`config.mk`:
```
export PLATFORM = sky130hd
export DESIGN_NAME = arp_frame_tx
export DESIGN_NICKNAME = d
export VERILOG_FILES = /design/src/rtl/arp_frame_tx.sv
export SDC_FILE = /design/constraint.sdc
export NUM_CORES = 1
export LEC_CHECK = 0
export ABC_AREA = 1
export BUFFER_PORTS_ARGS = -buffer_cell sky130_fd_sc_hd__buf_4
export CORE_ASPECT_RATIO = 1.4
export CORE_UTILIZATION = 60
export CTS_BUF_LIST = sky130_fd_sc_hd__clkbuf_16
export CTS_CLUSTER_DIAMETER = 30
export DETAILED_ROUTE_END_ITERATION = 6
export MAX_ROUTING_LAYER = met4
export PLACE_DENSITY_LB_ADDON = 0.2
export SLEW_MARGIN = 20
export SYNTH_ARGS = -nofsm -noshare
export SYNTH_HDL_FRONTEND = slang
export SYNTH_SLANG_ARGS = --single-unit
```
`constraint.sdc`:
```
create_clock -name clk -period 7.7 [get_ports clk]
set_input_delay 0.385 -clock clk [delete_from_list [all_inputs] [get_ports clk]]
set_output_delay 0.385 -clock clk [all_outputs]
set_load 0.02 [all_outputs]
```
`src/rtl/arp_frame_tx.sv`:
```
// arp_frame_tx: serialises one Ethernet II ARP frame (preamble/SFD, MAC header, ARP body, pad, FCS) then an IFG.
// Define ARP_TX_VLAN_EN to insert an 802.1Q tag (8100 + i_vlan_tci) ahead of the ethertype.
module arp_frame_tx #(
    parameter int unsigned PREAMBLE_LEN = 8,
    parameter int unsigned MIN_FRAME    = 60,
    parameter int unsigned IFG_LEN      = 12,
    parameter logic [15:0] ETHERTYPE    = 16'h0806
) (
    input  logic        clk,
    input  logic        rst,
    input  logic        i_start,
    input  logic [15:0] i_operation,
    input  logic [47:0] i_dst_mac,
    input  logic [47:0] i_src_mac,
    input  logic [47:0] i_sha,
    input  logic [31:0] i_spa,
    input  logic [47:0] i_tha,
    input  logic [31:0] i_tpa,
    input  logic [15:0] i_vlan_tci,
    input  logic        i_ready,
    output logic [7:0]  o_data,
    output logic        o_tx_en,
    output logic        o_sof,
    output logic        o_eof,
    output logic        o_busy,
    output logic        o_done
);

`ifdef ARP_TX_VLAN_EN
    localparam int unsigned HDR_LEN = 18;
`else
    localparam int unsigned HDR_LEN = 14;
`endif
    localparam int unsigned HDR_BITS = HDR_LEN * 8;
    localparam int unsigned ARP_LEN  = 28;
    localparam int unsigned PAD_LEN  = (MIN_FRAME > HDR_LEN + ARP_LEN) ? MIN_FRAME - HDR_LEN - ARP_LEN : 0;

    typedef enum logic [2:0] {S_IDLE, S_PRE, S_HDR, S_ARP, S_PAD, S_FCS, S_IFG} state_t;

    state_t        r_state, w_next;
    logic [10:0]   r_cnt;
    logic [31:0]   r_crc;
    logic          r_done;
    logic [15:0]   r_oper;
    logic [47:0]   r_dst, r_src, r_sha, r_tha;
    logic [31:0]   r_spa, r_tpa;
    logic          w_cnt_clr, w_cnt_inc, w_done_set, w_latch, w_xfer;
    logic [31:0]   w_fcs;
    logic [HDR_BITS-1:0]  w_hdr_vec;
    logic [ARP_LEN*8-1:0] w_arp_vec;

`ifdef ARP_TX_VLAN_EN
    logic [15:0]   r_tci;
    assign w_hdr_vec = {r_dst, r_src, 16'h8100, r_tci, ETHERTYPE};
`else
    logic          w_unused_tci;
    assign w_unused_tci = ^i_vlan_tci;
    assign w_hdr_vec = {r_dst, r_src, ETHERTYPE};
`endif
    assign w_arp_vec = {16'h0001, 16'h0800, 8'h06, 8'h04, r_oper, r_sha, r_spa, r_tha, r_tpa};
    assign w_fcs     = ~r_crc;

    function automatic logic [31:0] crc32_byte(input logic [31:0] c, input logic [7:0] d);
        logic [31:0] x;
        x = c ^ {24'h0, d};
        for (int unsigned i = 0; i < 8; i++)
            x = x[0] ? ((x >> 1) ^ 32'hEDB88320) : (x >> 1);
        return x;
    endfunction

    always_comb begin
        w_next     = r_state;
        w_cnt_clr  = 1'b0;
        w_cnt_inc  = 1'b0;
        w_done_set = 1'b0;
        w_latch    = 1'b0;
        o_tx_en    = (r_state inside {S_PRE, S_HDR, S_ARP, S_PAD, S_FCS});
        o_sof      = (r_state == S_PRE) && (r_cnt == '0);
        o_eof      = (r_state == S_FCS) && (r_cnt == 11'd3);
        o_busy     = (r_state != S_IDLE);
        o_done     = r_done;
        o_data     = '0;
        w_xfer     = o_tx_en && i_ready;
        case (r_state)
            S_IDLE: if (i_start) begin
                w_next    = S_PRE;
                w_cnt_clr = 1'b1;
                w_latch   = 1'b1;
            end
            S_PRE: begin
                o_data = (r_cnt == 11'(PREAMBLE_LEN - 1)) ? 8'hD5 : 8'h55;
                if (w_xfer) begin
                    if (r_cnt == 11'(PREAMBLE_LEN - 1)) begin
                        w_next    = S_HDR;
                        w_cnt_clr = 1'b1;
                    end else w_cnt_inc = 1'b1;
                end
            end
            S_HDR: begin
                for (int unsigned i = 0; i < HDR_LEN; i++)
                    if (r_cnt == 11'(i)) o_data = w_hdr_vec[8*(HDR_LEN-1-i) +: 8];
                if (w_xfer) begin
                    if (r_cnt == 11'(HDR_LEN - 1)) begin
                        w_next    = S_ARP;
                        w_cnt_clr = 1'b1;
                    end else w_cnt_inc = 1'b1;
                end
            end
            S_ARP: begin
                for (int unsigned i = 0; i < ARP_LEN; i++)
                    if (r_cnt == 11'(i)) o_data = w_arp_vec[8*(ARP_LEN-1-i) +: 8];
                if (w_xfer) begin
                    if (r_cnt == 11'(ARP_LEN - 1)) begin
                        w_next    = (PAD_LEN != 0) ? S_PAD : S_FCS;
                        w_cnt_clr = 1'b1;
                    end else w_cnt_inc = 1'b1;
                end
            end
            S_PAD: if (w_xfer) begin
                if (r_cnt == 11'(PAD_LEN - 1)) begin
                    w_next    = S_FCS;
                    w_cnt_clr = 1'b1;
                end else w_cnt_inc = 1'b1;
            end
            S_FCS: begin
                o_data = w_fcs[{r_cnt[1:0], 3'b000} +: 8];
                // IFG state covers IFG_LEN-1 cycles; the IDLE cycle carrying o_done is the last gap cycle.
                // IFG_LEN of 0 or 1 both place o_done one cycle after eof.
                if (w_xfer) begin
                    if (r_cnt == 11'd3) begin
                        w_cnt_clr = 1'b1;
                        if (IFG_LEN > 1) w_next = S_IFG;
                        else begin
                            w_next     = S_IDLE;
                            w_done_set = 1'b1;
                        end
                    end else w_cnt_inc = 1'b1;
                end
            end
            S_IFG: begin
                if (r_cnt == 11'(IFG_LEN - 2)) begin
                    w_next     = S_IDLE;
                    w_done_set = 1'b1;
                    w_cnt_clr  = 1'b1;
                end else w_cnt_inc = 1'b1;
            end
            default: w_next = S_IDLE;
        endcase
    end

    always_ff @(posedge clk) begin
        if (rst) begin
            r_state <= S_IDLE;
            r_cnt   <= '0;
            r_crc   <= '1;
            r_done  <= 1'b0;
            r_oper  <= '0;
            r_dst   <= '0;
            r_src   <= '0;
            r_sha   <= '0;
            r_spa   <= '0;
            r_tha   <= '0;
            r_tpa   <= '0;
`ifdef ARP_TX_VLAN_EN
            r_tci   <= '0;
`endif
        end else begin
            r_state <= w_next;
            r_done  <= w_done_set;
            if (w_cnt_clr)      r_cnt <= '0;
            else if (w_cnt_inc) r_cnt <= r_cnt + 11'd1;
            if (r_state == S_IDLE || r_state == S_PRE) r_crc <= '1;
            else if (w_xfer && r_state != S_FCS)       r_crc <= crc32_byte(r_crc, o_data);
            if (w_latch) begin
                r_oper <= i_operation;
                r_dst  <= i_dst_mac;
                r_src  <= i_src_mac;
                r_sha  <= i_sha;
                r_spa  <= i_spa;
                r_tha  <= i_tha;
                r_tpa  <= i_tpa;
`ifdef ARP_TX_VLAN_EN
                r_tci  <= i_vlan_tci;
`endif
            end
        end
    end

endmodule
```
## After elaboration in Yosys (flattened, before gate mapping)

Cells that the tools add are included.

| storage, ports and cells | value |
|---|---|
| output and inout bits | 13 |
| register bits | 319 |
| logic and storage cells | 173 |

| cells by class | value |
|---|---|
| bitwise gates (word level) | 11 |
| equal/unequal tests | 46 |
| add/sub/neg operators | 1 |
| shifts and indexed selects | 1 |
| reduce and logical (&&, ||, !) cells | 13 |
| multiplexer cells | 90 |

Operators by type and width:

| operator | count |
|---|---|
| 8-bit 2-to-1 mux | 41 |
| 32-bit 2-to-1 mux | 8 |
| 11-bit by 5-bit == test with 1-bit output (second input constant) | 12 |
| 13-bit NOT with 14-bit output | 8 |
| 11-bit by 4-bit == test with 1-bit output (second input constant) | 8 |
| 11-bit by 3-bit == test with 1-bit output (second input constant) | 4 |
| 3-bit 2-to-1 mux | 12 |
| 32-bit NOT | 1 |
| 8-bit one-hot mux with 4 select lines | 1 |
| 32-bit by 6-bit variable part select with 8-bit output | 1 |
| 32-bit by 8-bit XOR with 32-bit output | 1 |
| 1-bit 2-to-1 mux | 25 |
| 11-bit by 2-bit == test with 1-bit output (second input constant) | 2 |
| 3-bit one-hot mux with 7 select lines | 1 |
| 2-bit inequality test (second input constant) | 8 |
| 12-bit AND reduction | 1 |
| 11-bit by 1-bit adder with 11-bit output (second input constant) | 1 |
| 11-bit by 1-bit == test with 1-bit output (second input constant) | 1 |
| 11-bit logical NOT | 1 |
| 3-bit == test (second input constant) | 3 |
| 2-bit by 1-bit inequality test with 1-bit output (second input constant) | 4 |
| 1-bit one-hot mux with 7 select lines | 1 |
| 3-bit by 2-bit == test with 1-bit output (second input constant) | 2 |
| 1-bit one-hot mux with 6 select lines | 1 |
| 9 further kinds | 14 |

## Depth between registers and ports, before layout

Gate-level depths: netlist of the first run.

| depth | value |
|---|---|
| depth in word-level cells | 46 |
| mapped depth | 43 |
| mapped depth without buffers | 42 |

## Worst setup path after synthesis of the first run

OpenSTA, ideal clock, no wires.

| timing path | value |
|---|---|
| kind | register -> register |
| from | register r_cnt[0] |
| to | register r_crc[19] |
| setup time | 115 ps |
| required time | 7585 ps |
| cell stages (with the launch flop) | 39 |
| setup slack | 4141 ps |
| arrival time | 3444 ps |
| clock period less this slack | 3559 ps |
| path buffers | 3 |
| cell sequence | dfxtp_1 inv_1 clkbuf_1 ha_1 nand3_4 nor2_2 nand2_2 buf_2 buf_1 o21ai_1 inv_1 nand2_1 nand2_1 nand2_1 nand2_1 nand2_1 nand2_1 nand2_1 (+3 left out) nand3_1 nand2_1 nand2_1 nand2_1 nand2_1 nand2_1 nand2_1 nand2_1 nand2_2 nand2_1 nand2_2 nand2_1 nand2_2 nand2_1 nand2_1 nand2_1 nand3_1 nand2_1 |

| on the way | value |
|---|---|
| elaborated cells on any way between the ends | 88 |
| classes of those cells | 27 x eq/ne; 1 x shift; 51 x mux; 8 x bitwise; 1 x reduce/logical |

RTL lines:

| item | line | RTL |
|---|---|---|
| start, declared | 41 | `logic [10:0] r_cnt;` |
| start signal, assigned | 171 | `else if (w_cnt_inc) r_cnt <= r_cnt + 11'd1;` |
| 11-bit by 2-bit == test with 1-bit output | 101, 111 |  |
| 8-bit 2-to-1 mux (25 in series) | 111 | `if (r_cnt == 11'(i)) o_data = w_arp_vec[8*(ARP_LEN-1-i) +: 8];` |
| 8-bit one-hot mux with 4 select lines * | 84 | `case (r_state)` |
| named net o_data[2] | 21 | `output logic [7:0] o_data,` |
| 32-bit by 8-bit XOR with 32-bit output * | 65 | `x = c ^ {24'h0, d};` |
| 32-bit 2-to-1 mux * (3 in series) | 67 | `x = x[0] ? ((x >> 1) ^ 32'hEDB88320) : (x >> 1);` |
| 13-bit NOT with 14-bit output (no source line) | n/a |  |
| 32-bit 2-to-1 mux * (2 in series) | 67 |  |
| 13-bit NOT with 14-bit output (no source line) | n/a |  |
| 32-bit 2-to-1 mux * | 67 |  |
| 13-bit NOT with 14-bit output (no source line) | n/a |  |
| 32-bit 2-to-1 mux * | 67 |  |
| 13-bit NOT with 14-bit output (no source line) | n/a |  |
| 32-bit 2-to-1 mux * | 67 |  |
| end signal, assigned | 173 | `else if (w_xfer && r_state != S_FCS) r_crc <= crc32_byte(r_crc, o_data);` |
| end, declared | 42 | `logic [31:0] r_crc;` |

The timed path passes the listed nets; every way through them passes the cells marked *.
A chain may end at the register's enable or synchronous reset.

## Worst setup path in the final report of the first run

| timing path | value |
|---|---|
| from | register r_cnt[1] |
| to | register r_crc[26] |

| on the way | value |
|---|---|
| longest elaborated chain between the ends | 40 |
| elaborated cells on any way between the ends | 87 |
| classes of those cells | 27 x eq/ne; 1 x shift; 51 x mux; 7 x bitwise; 1 x reduce/logical |

RTL lines:

| item | line |
|---|---|
| parallel branches: the longest is 27 deep, another holds 11-bit by 1-bit == test with 1-bit output | n/a |
| 8-bit one-hot mux with 4 select lines * | 84 |
| 32-bit by 8-bit XOR with 32-bit output * | 65 |
| 32-bit 2-to-1 mux * (4 in series) | 67 |
| 13-bit NOT with 14-bit output (no source line) | n/a |
| 32-bit 2-to-1 mux * (2 in series) | 67 |
| 13-bit NOT with 14-bit output (no source line) | n/a |
| 32-bit 2-to-1 mux * | 67 |
| 13-bit NOT with 14-bit output (no source line) | n/a |
| 32-bit 2-to-1 mux * | 67 |

Mark *: on every way between the ends.

==> results by group, run 1 <==
Die
  – Die X: 141 um
  – Initial Util: 60.9%
  – Row count: 71
  – I/O Pins: 305
  – CORE AREA: 26700 um^2
  – Full die area: 27800 um^2
  – Floorplan die height: 197 um

Pwr
  – Leak: 8.76 nW
  – VDD IR max: 0.000544 V
  – Power per cell area: 344 nW/um^2

STA
  – Worst Clk Skew: 0.0184 ns
  – Slack of the critical path: 1.96 ns
  – Tightest Pin Transition: 0.996 ns
  – Setup violations, final: 0
  – Max Slew Vio Count: 0
  – WHS: 0.0897 ns
  – Final setup TNS: 0 ns
  – Period Utilization, post-route: 74.6%
  – RSZ-0062 raised after global routing: no
  – Max Fclk: 0.174 GHz
  – Fin crit period: 5.74 ns
  – Final Hold Fails: 0
  – Slew Limit Headroom: 33.6%

Drt
  – Via density: 5.52
  – DRT antenna net count: 0
  – Vias: 16840
  – Final WL: 51.1 mm
  – Routed wire per std cell: 16.8 um
  – DRC Markers: 6
  – Detailed Routing Iterations Pass 1: 7
  – Drt first-iter violations: 1156

Global route
  – All-layer global routing usage: 37.1%
  – Initial antenna violation count: 0
  – Largest net degree at the start of global routing: 245
  – Vias in the first global route: 15696
  – Congestion Overflow GR: 0
  – First-pass GRT wire length: 78.8 mm

Place
  – Placed cell count: 2955
  – Pre-CTS setup slack: 2.13 ns
  – Port Buffers: 288
  – Routability cong.: 0.968
  – Final HPWL from detailed placement: 36.4 mm

Yosys
  – Post-synth top area share: 39.2%
  – Top-count cell post-synth: inv_1
  – Async S/R FF share, synth: 0%
  – Sequential-to-total area share from yosys stat: 39.2%
  – Synth area leaders: dfxtp_1 39%, o21ai_0 13%, a21oi_1 11%
  – Net Count, Synth: 2719
  – Warnings, synthesis: 0
  – Top FF cell, synth: dfxtp_1
  – Synth cell types: 48
  – Most instantiated cells after synthesis: 427 x inv_1, 412 x o21ai_0, 373 x a21oi_1
  – Average cell area after synthesis: 6.72 um^2
  – Netlist Area Pre-Place: 16300 um^2
  – Syn Inst Count: 2423
  – Post-synth top area cell: dfxtp_1
  – Number of flops mapped to enable cells by yosys: 0
  – #FFs+latches synth: 319

Critical path
  – Largest stage delay on the critical path: 0.67 ns
  – Crit. End Element: flip-flop
  – WP data arrival: 6.24 ns
  – Slowest cell on crit path: dfxtp_1
  – Most frequent CP cell: nand2_1
  – Worst path top cell family by delay: simple AND/OR/NAND/NOR gates
  – CP Max Fanout: 17
  – Buffers & Inverters on Critical Path: 3
  – Crit Path Class: reg2reg
  – Worst setup SP type: flip-flop
  – Critical Path RT: 8.20 ns

Clock tree
  – Cts hold-fix bufs: 0
  – CTS tree: done
  – Clock Root Buffer: clkbuf_16
  – Worst-skew pair later-pin latency: 0.58 ns
  – CTS Buf Count: 51
  – Post-CTS setup buffers: 0
  – Worst-path clk slew: 0.06 ns
  – CTS H-tree depth: 2
  – CTS resizes: 0
  – CTS Sinks: 319
  – Longest Clk Path Bufs: 3

Finish
  – Final core occ: 76.0%
  – Fin cells: 3050
  – Layout area overhead: 24.8%
  – Nets: 2939
  – Fraction of layout cells with a size suffix above 1: 18.0%
  – Antenna Cells: 0

Run status
  – Failing checks: DRC
  – Status: finished, violations left

Worst hold path
  – Hold/Removal Path Class: in2reg

Run
  – Max-Cap Viols: 0
==> logic make-up (layout without fill, tap and decap cells) <==
logic type,Yosys count,in the layout,synth area share (%)
fa+ha+maj,4,4,0.308
buf+inv,579,841,13.7
simple gates,613,613,17.1
compound gates,879,879,28.0
xor+xnor,29,29,1.61
flops,319,319,39.2
==> flip-flops by register name, summed over array words and instances, names as in the netlist <==
name,cells
r_dst,48
r_sha,48
r_src,48
r_tha,48
r_crc,32
r_spa,32
r_tpa,32
r_oper,16
r_cnt,11
r_state,3
o_done,1
==> stage by stage <==
stage / instance area, um^2 / power (mW)
3_5_place_dp: 18500 / 4.49
3_3_place_gp: 18500 / 4.42
5_1_grt: 20300 / 7.36
4_1_cts: 20300 / 6.96
6_report: 20300 / 6.98
2_1_floorplan: 16300 / 3.83
==> tightest hold or removal path: stages <==
cell,delay [ns]
buf_4,0.07
o21ai_0,0.07
a21oi_1,0.10
==> report_power, final <==
part	switching, mW	leakage, nW	internal [mW]
logic	1.52	5.23	0.733
registers	0.202	2.63	2.07
clock network	0.847	0.901	1.61
==> per-layer routing <==
metal / share of wire [%] / global-route usage (%)
met1: 39 / 41.4
met2: 50 / 63.6
met3: 6.5 / 4.86
met4: 5.4 / 21.4
met5: 0 / -
==> cells in the final DEF, fill, tap and decap left out, types with 11 or more instances in the layout <==
cell / count
inv_1: 431
o21ai_0: 412
a21oi_1: 373
nand2_1: 368
dfxtp_1: 319
buf_4: 295
nand3_1: 85
nor2_1: 53
clkbuf_16: 52
nand2_2: 41
o21ai_1: 34
o211ai_1: 34
xor2_1: 27
inv_2: 15
nor2_2: 13
nor3_1: 12
bufinv_16: 11
==> final timing paths <==
path	start	to	slack, ns	depth (start not counted)
min	i_src_mac[37]	r_src[37]$_SDFFE_PP0P_	0.09	3
max	r_cnt[1]$_SDFFE_PP0P_	r_crc[26]$_SDFFE_PP1P_	1.96	38
max reg2reg	r_cnt[1]$_SDFFE_PP0P_	r_crc[26]$_SDFFE_PP1P_	1.96	38
min reg2reg	r_tha[8]$_SDFFE_PP0P_	r_tha[8]$_SDFFE_PP0P_	0.44	2
==> cell type report <==
type / instances / area [um^2]
multi-input combinational: 1525 / 7670
fill: 2089 / 6420
sequential: 319 / 6390
timing repair buffer: 297 / 2250
inverter: 449 / 1700
clock buffer: 52 / 1300
clock inverter: 43 / 551
tap: 365 / 457
Note: power is estimated with default switching activity, not from simulation.
==> run 2, diff against run 1 <==
- ABC_AREA: 1 -> 0
- CORE_UTILIZATION: 60 -> 51
- clock period: 7.7 -> 5 ns (I/O delays scaled with it)
==> run 2 against run 1 <==
The flow now finishes without violations. Clock-buffer cell count is 1 lower. Hold slack worse by 0.041 ns. Synthesized cell count fell by 10%. Combinational power increased by 80%. Highest routed layer unchanged. Critical endpoint is now r_crc[27]$_SDFFE_PP1P_. Clock skew up 0.0060 ns.
==> results by group, run 2 <==
STA
  – Final Hold Fails: 0 (unchanged)
  – Tightest Pin Transition: 1.01 ns (+0.0180 ns)
  – Final setup TNS: 0 ns (unchanged)
  – Fin crit period: 4.63 ns (-1.11 ns)
  – Slew Limit Headroom: 32.4% (-1.2 points)
  – Slack of the critical path: 0.373 ns (-1.59 ns)
  – Setup violations, final: 0 (unchanged)
  – Max Slew Vio Count: 0 (unchanged)
  – Worst Clk Skew: 0.0244 ns (+0.00599 ns)
  – Period Utilization, post-route: 92.5% (+18 points)
  – RSZ-0062 raised after global routing: no
  – Max Fclk: 0.216 GHz (+24%)

Clock tree
  – CTS Sinks: 319 (unchanged)
  – CTS resizes: 0 (unchanged)
  – Post-CTS setup buffers: 0 (unchanged)
  – Worst-skew pair later-pin latency: 0.57 ns (about the same)
  – CTS tree: done
  – Clock Root Buffer: clkbuf_16
  – CTS H-tree depth: 2 (unchanged)
  – Worst-path clk slew: 0.06 ns (about the same)
  – Longest Clk Path Bufs: 3 (unchanged)
  – CTS Buf Count: 49 (-3.9%)

Pwr
  – Power per cell area: 459 nW/um^2 (+34%)
  – Leak: 9.48 nW (+8.2%)
  – VDD IR max: 0.000536 V (-1.4%)

Die
  – Row count: 77 (+8.5%)
  – I/O Pins: 305 (unchanged)
  – Floorplan die height: 214 um (+8.5%)
  – CORE AREA: 31500 um^2 (+18%)
  – Initial Util: 51.8% (-9.1 points)
  – Die X: 153 um (+8.5%)
  – Full die area: 32700 um^2 (+18%)

Yosys
  – Warnings, synthesis: 0 (unchanged)
  – Top FF cell, synth: dfxtp_1
  – Syn Inst Count: 2177 (-10%)
  – Sequential-to-total area share from yosys stat: 39.1% (-0.093 points)
  – Average cell area after synthesis: 7.49 um^2 (+12%)
  – Most instantiated cells after synthesis: 666 x nand2_1, 364 x a21oi_1, 319 x dfxtp_1
  – Net Count, Synth: 2473 (-9.0%)
  – Synth cell types: 96 (+100%)
  – Async S/R FF share, synth: 0% (unchanged)
  – Post-synth top area cell: dfxtp_1
  – Netlist Area Pre-Place: 16300 um^2 (+0.24%)
  – Synth area leaders: dfxtp_1 39%, nand2_1 15%, a21oi_1 11%
  – Top-count cell post-synth: nand2_1
  – Number of flops mapped to enable cells by yosys: 0 (unchanged)
  – Post-synth top area share: 39.1% (-0.093 points)
  – #FFs+latches synth: 319 (unchanged)

Finish
  – Fraction of layout cells with a size suffix above 1: 20.1% (+2.1 points)
  – Commonest cells after routing, fill and taps aside: 665 x nand2_1, 402 x buf_4, 364 x a21oi_1
  – Fin cells: 3169 (+3.9%)
  – Register Area: 6390 um^2 (unchanged)
  – Layout area overhead: 45.3%
  – Final core occ: 75.2% (-0.73 points)
  – Filler instances: 2121 (+1.5%)
  – Area of the multi-input gates: 9150 um^2 (+19%)
  – Most common cell after layout, fill and taps aside: nand2_1
  – Fin area: 23700 um^2 (+17%)
  – Nets: 3025 (+2.9%)

Drt
  – Vias: 19396 (+15%)
  – Routed wire per std cell: 23.1 um (+38%)
  – Detailed Routing Iterations Pass 1: 6 (-1)
  – DRC Markers: 0 (-6)
  – DRT antenna net count: 0 (unchanged)
  – Via density: 6.12 (+11%)
  – Final WL: 73.3 mm (+43%)
  – Drt first-iter violations: 2143 (+85%)

Place
  – Port Buffers: 288 (unchanged)
  – Pre-CTS setup slack: 0.598 ns (-1.53 ns)
  – Routability cong.: 1.04 (+8.0%)
  – Placed cell count: 2805 (-5.1%)
  – Final HPWL from detailed placement: 46.6 mm (+28%)
  – Dpl cell area: 19300 um^2 (+4.6%)

Critical path
  – Crit Path Class: reg2reg
  – Worst setup SP type: flip-flop
  – CP Max Fanout: 15 (-2)
  – Crit. End Element: flip-flop
  – WP data arrival: 5.05 ns (-1.19 ns)
  – Path depth of the worst reg2reg path: 13 (-66%)
  – Critical Path RT: 5.42 ns (-2.78 ns)

Worst hold path
  – Hold/Removal Path Class: in2reg
  – Number of cells on the worst hold path: 3 (unchanged)

Global route
  – Congestion Overflow GR: 0 (unchanged)
  – Largest net degree at the start of global routing: 173 (-29%)
  – Vias in the first global route: 19321 (+23%)
  – All-layer global routing usage: 45.3% (+8.2 points)
  – Initial antenna violation count: 4 (+4)
  – First-pass GRT wire length: 110 mm (+39%)

Run status
  – Status: finished, final reports clean

Run
  – Max-Cap Viols: 0 (unchanged)
[run 2: cell count changes in the layout (fill, tap and decap cells not counted), sizes merged, moves of 14 or more]
cell,previous run,this run
a211oi,3,17
buf,297,411
dlygate4sd3,0,268
o21ai,448,69
inv,453,37
nand3,93,33
a221oi,0,18
nand2,417,667
nor4,0,16
xnor2,2,49
nand2b,0,16
nor3,13,34
[run 2: what timing repair did]
action | in CTS | in global routing
setup endpoints to repair | 0 | 0
hold buffers | 268 | 0
hold endpoints to repair | 268 | 0
[run 2: final cells by class]
cell class / count / share of cell area, %
antenna: 4 / 0.0422
clock inverter: 41 / 1.73
inverter: 22 / 0.348
tap: 395 / 2.08
clock buffer: 51 / 5.38
multi-input combinational: 1657 / 38.6
sequential: 319 / 26.9
timing repair buffer: 680 / 24.9
[run 2: stage by stage]
stage                     hold WS (ns)  power (mW)
after global placement           0.441        6.97
after detailed placement         0.444        7.03
after floorplan                  0.386        5.70
after global routing            0.0120        11.3
final                           0.0484        10.9
after CTS                      0.00371        10.7
[run 2: kinds of logic after synthesis]
family / after synthesis / synth area share (%)
compound gates: 653 / 24.3
buf+inv: 201 / 5.02
flops: 319 / 39.1
xor+xnor: 74 / 5.25
mux: 9 / 1.17
simple gates: 917 / 24.8
fa+ha+maj: 4 / 0.307
[run 2: worst paths after layout]
kind | from | to | slack [ns]
worst min-delay path | i_tpa[21] | r_tpa[21]$_SDFFE_PP0P_ | 0.05
worst max register to register | r_cnt[10]$_SDFFE_PP0P_ | r_crc[27]$_SDFFE_PP1P_ | 0.37
worst min register to register | r_sha[18]$_SDFFE_PP0P_ | r_sha[18]$_SDFFE_PP0P_ | 0.45
worst max-delay path | r_cnt[10]$_SDFFE_PP0P_ | r_crc[27]$_SDFFE_PP1P_ | 0.37
[run 2: critical path, stage by stage, from the launching register on]
cell and delay [ns]:
dfxtp_1 0.46, or3_1 0.79, nor3_4 0.61, a32oi_1 0.13
o22ai_1 0.56, a21oi_1 0.22, o32ai_1 0.39, a21oi_1 0.12
buf_4 0.17, xnor3_1 0.37, buf_4 0.17, xor2_1 0.24
xor2_1 0.16, o21ai_0 0.08
[run 2: power by group]
| part | internal [mW] | switching [mW] | leakage [nW] | total, mW |
|---|---|---|---|---|
| Combinational | 1.69 | 2.38 | 6.03 | 4.06 |
| Sequential | 2.95 | 0.348 | 2.61 | 3.30 |
| Clock | 2.15 | 1.37 | 0.835 | 3.52 |
[run 2: metal layers]
| layer | global-route usage [%] | part of all wire, % | up-vias |
|---|---|---|---|
| met1 | 47.1 | 35 | 9106 |
| li1 | - | - | 8712 |
| met4 | 36.2 | 8.5 | 0 |
| met5 | - | 0 | - |
| met2 | 75.5 | 49 | 1200 |
| met3 | 8.93 | 7.8 | 378 |
==> run 3, diff against run 2 <==
- CORE_MARGIN: default -> 1.5
- CORE_UTILIZATION: 51 -> 52
- CTS_BUF_LIST: sky130_fd_sc_hd__clkbuf_16 -> sky130_fd_sc_hd__clkbuf_4 sky130_fd_sc_hd__clkbuf_8
==> run 3 against run 2 <==
The flow now finishes with violations (DRC). Power decreased by 8.6%. Clock skew decreased by 0.0041 ns. Sequential power about the same. Critical path depth increased by 2.
==> results by group, run 3 (synthesized netlist as in run 2, its figures left out) <==
Run status
  – Status: finished, violations left
  – Failing checks: DRC

Clock tree
  – Clock Root Buffer: clkbuf_8
  – CTS Buf Count: 56 (+14%)
  – Longest Clk Path Bufs: 3 (unchanged)
  – CTS Sinks: 319 (unchanged)
  – Worst-path clk slew: 0.06 ns (about the same)
  – CTS H-tree depth: 2 (unchanged)
  – Post-CTS setup buffers: 0 (unchanged)
  – Worst-skew pair later-pin latency: 0.62 ns (+0.05 ns)
  – CTS tree: done

STA
  – Slew Limit Headroom: 27.8% (-4.6 points)
  – Slack of the critical path: 0.435 ns (+0.0622 ns)
  – Tightest Pin Transition: 1.08 ns (+0.0684 ns)
  – Fin crit period: 4.56 ns (-0.0622 ns)
  – Max Slew Vio Count: 0 (unchanged)
  – Final setup TNS: 0 ns (unchanged)
  – Max Fclk: 0.219 GHz (+1.4%)
  – Worst Clk Skew: 0.0203 ns (-0.00414 ns)
  – Setup violations, final: 0 (unchanged)
  – Final Hold Fails: 0 (unchanged)
  – RSZ-0062 raised after global routing: no
  – Period Utilization, post-route: 91.3% (-1.2 points)

Drt
  – Detailed Routing Iterations Pass 1: 7 (+1)
  – Drt first-iter violations: 2130 (-0.61%)
  – DRT antenna net count: 0 (unchanged)
  – Final WL: 72.1 mm (-1.6%)
  – Routed wire per std cell: 22.7 um (-1.9%)
  – Via density: 6.09 (-0.58%)
  – Vias: 19333 (-0.32%)
  – DRC Markers: 4 (+4)

Global route
  – Vias in the first global route: 19491 (+0.88%)
  – All-layer global routing usage: 44.2% (-1.1 points)
  – Initial antenna violation count: 5 (+1)
  – Largest net degree at the start of global routing: 143 (-17%)
  – Congestion Overflow GR: 0 (unchanged)
  – First-pass GRT wire length: 108 mm (-1.7%)

Pwr
  – Leak: 9.23 nW (-2.7%)
  – Final Power: 9.94 mW (-8.6%)
  – VDD IR max: 0.000627 V (+17%)
  – Power per cell area: 428 nW/um^2 (-6.7%)

Critical path
  – CP Max Fanout: 27 (+12)
  – Slowest cell on crit path: nor2_1
  – Largest stage delay on the critical path: 0.80 ns (about the same)
  – CP cell instances: inv_1 > ha_2 > buf_12 > nor2_1 > o21ai_0 > nand2_1 > o211ai_1 > a211oi_1 > buf_4 > a2111o_1 > xor2_2 > xnor3_2 > xnor3_1 > xor3_1 > o21ai_1
  – Buffers & Inverters on Critical Path: 3 (+1)
  – Worst setup SP type: flip-flop
  – Path depth of the worst reg2reg path: 15 (+2)
  – Worst path top cell family by delay: XOR/XNOR gates
  – Crit. End Element: flip-flop
  – Critical Path RT: 5.54 ns (+0.12 ns)
  – WP data arrival: 5.10 ns (+0.05 ns)
  – Crit Path Class: reg2reg
  – Crit path depth: 15 (+2)

Finish
  – Filler instances: 2154 (+1.6%)
  – Layout area overhead: 42.2%
  – Fin cells: 3177 (+0.25%)
  – Fraction of layout cells with a size suffix above 1: 20.5% (+0.47 points)
  – Commonest cells after routing, fill and taps aside: 665 x nand2_1, 398 x buf_4, 364 x a21oi_1
  – Most common cell after layout, fill and taps aside: nand2_1
  – Nets: 3029 (+0.13%)

Place
  – Port Buffers: 288 (unchanged)
  – Routability cong.: 1.01 (-3.3%)
  – Pre-CTS setup slack: 0.653 ns (+0.0543 ns)
  – Final HPWL from detailed placement: 46.0 mm (-1.3%)
  – Placed cell count: 2793 (-0.43%)

Worst hold path
  – Hold/Removal Path Class: in2reg
  – Number of cells on the worst hold path: 5 (+2)

Die
  – Floorplan die height: 213 um (-0.49%)
  – Die X: 153 um (-0.30%)
  – Initial Util: 53.0% (+1.2 points)
  – I/O Pins: 305 (unchanged)
  – Row count: 76 (-1.3%)
  – Full die area: 32500 um^2 (-0.79%)
  – CORE AREA: 30800 um^2 (-2.2%)

Run
  – Max-Cap Viols: 0 (unchanged)
-- run 3: stage by stage --
stage / cell area [um^2] / hold slack [ns] / utilization [%]
2_1_floorplan: 16300 / 0.386 / -
3_3_place_gp: 19200 / 0.442 / 62.4
3_5_place_dp: 19200 / 0.447 / 62.4
4_1_cts: 23200 / 0.101 / 75.2
5_1_grt: 23200 / 0.161 / 75.3
6_report: 23200 / 0.143 / 75.3
-- run 3: final cells by class --
| type | count | area [um^2] | share of cell area (%) |
|---|---|---|---|
| flip-flops and latches | 319 | 6390 | 27.5 |
| inverters | 22 | 82.6 | 0.356 |
| well taps | 390 | 488 | 2.10 |
| multi-input cells | 1657 | 9150 | 39.4 |
| clock inverters | 27 | 241 | 1.04 |
| diodes | 8 | 20.0 | 0.0863 |
| clock buffers | 77 | 991 | 4.27 |
| repair buffers | 677 | 5840 | 25.2 |
-- run 3: what timing repair did --
item	4_1_cts	5_1_grt
endpoints found under the hold margin	272	0
hold buffers	272	0
gates resized for setup	0	0
-- run 3: worst paths after layout --
path	startpoint	endpoint	slack [ns]
min	i_ready	r_state[2]$_SDFFE_PP0P_	0.14
min reg2reg	r_dst[0]$_SDFFE_PP0P_	r_dst[0]$_SDFFE_PP0P_	0.46
max reg2reg	r_cnt[0]$_SDFFE_PP0P_	r_crc[19]$_SDFFE_PP1P_	0.44
max	r_cnt[0]$_SDFFE_PP0P_	r_crc[19]$_SDFFE_PP1P_	0.44
-- run 3: where the power goes --
part | switching, mW | leakage [nW] | internal [mW]
Combinational | 2.34 | 5.99 | 1.66
Clock | 1.21 | 0.622 | 1.42
Sequential | 0.362 | 2.61 | 2.95
-- run 3: metal layers --
layer	wire, um	global-route usage, %	vias up
met4	6140	33.3	0
met1	25500	46.9	9020
met3	5340	7.62	413
li1	-	-	8699
met5	0	-	-
met2	35200	74.2	1201
-- run 3: worst min-delay path: stages --
cell and delay, ns:
buf_4 0.14, nand2_1 0.06, a311oi_1 0.11, nand4_1 0.09, a21oi_1 0.06
